**config.mk**
```make
export PLATFORM = sky130hd
export DESIGN_NAME = io_bus_bridge
export DESIGN_NICKNAME = d
export VERILOG_FILES = /design/src/rtl/io_bus_bridge.sv
export SDC_FILE = /design/constraint.sdc
export NUM_CORES = 1
export LEC_CHECK = 0
export CAP_MARGIN = 20
export CORE_MARGIN = 5
export CORE_UTILIZATION = 50
export CTS_CLUSTER_SIZE = 8
export DETAILED_ROUTE_END_ITERATION = 8
export PLACE_DENSITY = 0.83
export REMOVE_ABC_BUFFERS = 1
export SLEW_MARGIN = 20
export SYNTH_ARGS = -nofsm -noshare
export SYNTH_HDL_FRONTEND = slang
export SYNTH_SLANG_ARGS = --single-unit
```
**constraint.sdc**
```tcl
create_clock -name FCLK -period 4.3 [get_ports FCLK]
set_input_delay 1.075 -clock FCLK [delete_from_list [all_inputs] [get_ports FCLK]]
set_output_delay 1.075 -clock FCLK [all_outputs]
set_load 0.01 [all_outputs]
```
**src/rtl/io_bus_bridge.sv**
```systemverilog
// io_bus_bridge
// Bridges CPU accesses to the I/O address space onto the I/O bus master and
// reports completion to the front-side bus controller through Ready/BERR.
// One request per I/O access. A watchdog turns a hung request into a bus error.
//
// Build option: IOB_POSTED_WRITE_EN
//   defined   - writes are posted: the CPU gets Ready at once, and the bridge
//               finishes the write in state WR. An error on a posted write is
//               remembered in werr and reported to the next I/O cycle as BERR.
//   undefined - writes take the same path as reads, and the CPU waits.
//
// Ports
//   FCLK          CPU-side clock, rising edge
//   Reset         asynchronous, active-high
//   BACT          bus cycle active
//   IOCS          address is in I/O space (valid while BACT)
//   nWE           write strobe, 0 = write (valid while BACT)
//   IOREQ         level request to the I/O master
//   IORW          latched direction of the outstanding request, 1 = read
//   ALE           one-cycle latch enable for the address/data holding registers
//   IODONE        completion pulse from the I/O master
//   IOBERR        error pulse from the I/O master
//   Ready, BERR   to the FSB Ready and BERR inputs
//
// state | meaning
// IDLE  | no request outstanding, accepts a new I/O cycle
// RD    | request outstanding, CPU waiting for the result
// WR    | posted write outstanding, CPU already released
// HOLD  | Ready/BERR given, waiting for BACT to drop
module io_bus_bridge #(
    parameter int TIMEOUT = 200
) (
    input  logic FCLK,
    input  logic Reset,
    input  logic BACT,
    input  logic IOCS,
    input  logic nWE,
    output logic IOREQ,
    output logic IORW,
    output logic ALE,
    input  logic IODONE,
    input  logic IOBERR,
    output logic Ready,
    output logic BERR
);

    localparam logic [9:0] TMO_LAST = 10'(TIMEOUT - 1);

    typedef enum logic [1:0] {IDLE, RD, WR, HOLD} state_t;

    state_t     state;
    logic [9:0] cnt;
    logic       ack;
    logic       abandon;    // BACT dropped while the CPU was waiting; discard the result
    logic       ready_r;
    logic       berr_r;
`ifdef IOB_POSTED_WRITE_EN
    logic       werr;
`endif

    logic new_cyc;
    logic tmo;
    logic term;

    assign new_cyc = BACT & IOCS & ~ack;
    assign tmo     = IOREQ & (cnt == TMO_LAST);
    assign term    = IODONE | IOBERR | tmo;

    // Non-I/O cycles are acknowledged combinationally. Every other case is registered.
    assign Ready = ready_r | (BACT & ~IOCS);
    assign BERR  = berr_r;

    always_ff @(posedge FCLK or posedge Reset) begin
        if (Reset) begin
            state   <= IDLE;
            cnt     <= '0;
            ack     <= 1'b0;
            abandon <= 1'b0;
            ready_r <= 1'b0;
            berr_r  <= 1'b0;
            IOREQ   <= 1'b0;
            IORW    <= 1'b1;
            ALE     <= 1'b0;
`ifdef IOB_POSTED_WRITE_EN
            werr    <= 1'b0;
`endif
        end else begin
            ALE <= 1'b0;
            if (IOREQ)
                cnt <= cnt + 10'd1;
            // The end of the CPU cycle always clears the acknowledge.
            // Assignments made later in this block take precedence.
            if (!BACT) begin
                ack     <= 1'b0;
                ready_r <= 1'b0;
                berr_r  <= 1'b0;
            end

            case (state)
                IDLE: begin
                    if (new_cyc) begin
`ifdef IOB_POSTED_WRITE_EN
                        if (werr) begin
                            // Report the failed posted write to this cycle instead.
                            berr_r <= 1'b1;
                            ack    <= 1'b1;
                            werr   <= 1'b0;
                            state  <= HOLD;
                        end else begin
                            ALE     <= 1'b1;
                            IOREQ   <= 1'b1;
                            IORW    <= nWE;
                            cnt     <= '0;
                            abandon <= 1'b0;
                            if (!nWE) begin
                                ready_r <= 1'b1;
                                ack     <= 1'b1;
                                state   <= WR;
                            end else begin
                                state   <= RD;
                            end
                        end
`else
                        ALE     <= 1'b1;
                        IOREQ   <= 1'b1;
                        IORW    <= nWE;
                        cnt     <= '0;
                        abandon <= 1'b0;
                        state   <= RD;
`endif
                    end
                end

                RD: begin
                    if (!BACT)
                        abandon <= 1'b1;
                    if (term) begin
                        IOREQ <= 1'b0;
                        if (abandon || !BACT) begin
                            state <= IDLE;
                        end else begin
                            ack   <= 1'b1;
                            state <= HOLD;
                            // An error beats a completion in the same cycle.
                            if (IOBERR || tmo)
                                berr_r  <= 1'b1;
                            else
                                ready_r <= 1'b1;
                        end
                    end
                end

`ifdef IOB_POSTED_WRITE_EN
                WR: begin
                    if (term) begin
                        IOREQ <= 1'b0;
                        if (IOBERR || tmo)
                            werr <= 1'b1;
                        // The write's own CPU cycle may still be open.
                        state <= (ack && BACT) ? HOLD : IDLE;
                    end
                end
`endif

                HOLD: begin
                    if (!BACT)
                        state <= IDLE;
                end

                default: state <= IDLE;
            endcase
        end
    end

endmodule
```
==> impl_metrics.csv <==
group,metric,value,unit
clock_network,numCtsBuffers,3,
worst_setup_path,critPathRequiredTime,3.22,ns
timing,drv_slew,0,
logic_synthesis,ys_top_cells_by_area,"dfrtp_1 49%, a21oi_1 3.8%, dfstp_2 2.9%",
worst_setup_path,crit_path_start_kind,"primary input",
timing,fin_worst_hold_slack,0.496,ns
logic_synthesis,ys_seq_elements,19,
die,die_area,2790,µm²
routing,drt-pass1-iter-count,4,
power_and_ir_drop,p_total,0.000535,W
grt,first_global_vias,651,
die,num_rows,15,
layout,areaGrowthSynthToFinish,16.5,%
worst_setup_path,crit_top_cell,"clkdlybuf4s50_1",
worst_setup_path,regToRegSetupSlack,2.71,ns
layout,nets,109,
logic_synthesis,async_flop_share,1.00,
timing,final.min_clock_period,3.44,ns
timing,rsz0062_at_grt,"false",
die,ios,12,
routing,wl_per_cell,13.6,µm
run_status,status,"completed",
logic_synthesis,mappedNetlistArea,917,µm²
place,placed_area,1040,µm²
logic_synthesis,synth_commonest_cells,"18 x dfrtp_1, 7 x a21oi_1, 7 x nor2_1",
place,hpwl,1270,µm
power_and_ir_drop,p_leak,0.457,nW
worst_setup_path,slowest_stage,"clkdlybuf4s50_1",
clock_network,hold_buffers,0,
die,die_w,52.8,µm
power_and_ir_drop,vdd_drop_max,0.000392,V
worst_setup_path,cp_slowest_stage_delay,0.60,ns
clock_network,h-tree-depth,1,
routing,num_vias,720,
clock_network,postCtsSetupBuffers,0,
logic_synthesis,yosysWarnings,0,
place,pre_cts_ws,0.870,ns
min_path,whs_path_depth,2,
layout,n_fill_cell,156,
layout,drive_above_1_share,0.100,
clock_network,clk_latency,0.29,ns
grt,track_usage,0.146,
routing,wl_met1,787,µm
routing,routed_wl,1700,µm
logic_synthesis,seq_area_frac_synth,0.520,
grt,antenna_found_initial,0,
layout,antenna_cells,0,
timing,fin_skew,0.00135,ns
clock_network,post_cts_resized,0,
logic_synthesis,synth_top_area_frac,0.491,
clock_network,cts.clk_slew.worst_paths,0.10,ns
min_path,whs_endpoint,"BERR",
clock_network,cts_sinks,19,
timing,hold_viol_final,0,
worst_setup_path,cp-end-kind,"primary output",
worst_setup_path,crit_type,"primary input to primary output",
logic_synthesis,yosys_most_used_dff,"dfrtp_1",
timing,tns,0,ns
worst_setup_path,cp_data_arrival_time,2.37,ns
routing,highest_layer,"met4",
layout,final_area,1070,µm²
logic_synthesis,synth.most_common_cell,"dfrtp_1",
routing,drc,0,
clock_network,cts-root-buf,"clkbuf_4",
min_path,hold_path_class,"flop to flop",
timing,worst_pin_slew,0.691,ns
grt,grt-ovfl-total,0,
logic_synthesis,synth_cells,88,
place,gp_congestion,0.837,
die,core_area,1730,µm²
routing,ant_nets,0,
timing,slew_headroom,0.539,
logic_synthesis,ys_types,37,
die,die_h,52.8,µm
power_and_ir_drop,p_per_area,501,nW/µm²
min_path,hp-start,"BERR",
die,initial_core_util,0.531,
timing,fmax,0.290,GHz
worst_setup_path,path_max_fanout,7,
clock_network,cts_buffer_depth,2,
timing,min_period_over_period,0.801,
logic_synthesis,synth_edf_count,0,
routing,wl_met2,801,µm
timing,setup_violations,0,
routing,first_iter_violations,15,
routing,viasPerCell,5.76,
logic_synthesis,syn_area_per_cell,10.4,µm²
worst_setup_path,worst_r2r_endpoint,"IOREQ",
place,port_buffers,11,
job,drv_cap,0,
logic_synthesis,synth_top_area_cell,"dfrtp_1",
grt,grt_max_degree,20,
worst_setup_path,r2r-start,"cnt[0]",
routing,wl_met3,83,µm
clock_network,cts_tree,"built",
grt,grt_pass1_wl,2930,µm
worst_setup_path,r2r.worst_path.cells,4,
worst_setup_path,timing.critical_path.cells,"clkdlybuf4s50_1 -> a21o_1 -> clkdlybuf4s50_1",
timing,setup_ws,0.858,ns
[power by group]
part,leakage [nW],switching (W),internal (W)
clock,0.0150,0.0000508,0.0000361
combinational,0.191,0.0000712,0.0000883
sequential,0.252,0.0000595,0.000229
total,0.457,0.000181,0.000353
[worst max path at each step]
stage                     depth (start not counted)     to  from
after floorplan                                   2  Ready  IOCS
after global placement                            3  Ready  BACT
after detailed placement                          3  Ready  BACT
after CTS                                         3  Ready  BACT
after global routing                              3  Ready  BACT
final                                             3  Ready  BACT
[logic make-up after synthesis]
| kind of cell | after synthesis | share of synthesized area |
|---|---|---|
| flip-flops | 19 | 0.520 |
| XOR/XNOR | 4 | 0.0382 |
| multiplexers | 2 | 0.0232 |
| adder cells (fa/ha/maj) | 1 | 0.0136 |
| AO/OA/AOI/OAI | 22 | 0.161 |
| AND/OR/NAND/NOR | 33 | 0.210 |
| buffers and inverters | 7 | 0.0341 |
[critical path, delay by kind of cell]
kind / cells / cell delay (ns)
buffers and inverters: 2 / 1.14
AOI/OAI and AO/OA: 1 / 0.16
[placed cells by master, fill, tap and decap left out, types with 2 or more instances in the layout]
cell type,instances
or4_1,3
clkdlybuf4s50_1,11
a21oi_1,7
xor2_1,3
nor3_1,2
nand3_1,2
dfrtp_1,18
o21ai_0,5
inv_1,4
clkbuf_4,3
nor2_1,7
o31ai_1,2
nand2_1,6
or3_1,3
nand4_1,2
[sequential cells by signal (all words and copies together) (netlist names)]
register	flops
cnt	10
state	2
ALE	1
BERR	1
IOREQ	1
IORW	1
abandon	1
ack	1
ready_r	1
[area by class of cell]
cell class | count | area [µm²] | share of cell area
multi-input cells | 62 | 409 | 0.383
well taps | 25 | 31.3 | 0.0293
flip-flops and latches | 19 | 477 | 0.446
clock buffers | 4 | 26.3 | 0.0246
repair buffers | 11 | 110 | 0.103
inverters | 4 | 15.0 | 0.0141
[through the flow]
step	cells	utilization
after floorplan	85	-
after global placement	121	0.604
after detailed placement	121	0.604
final	125	0.619
after CTS	125	0.619
after global routing	125	0.619
[per-layer routing]
layer | vias to the layer above | GRT usage
met5 | - | 0
met1 | 347 | 0.192
li1 | 351 | -
met2 | 18 | 0.215
met4 | 0 | 0.0851
met3 | 4 | 0.0370
No activity file was read; power rests on OpenSTA's default activity.
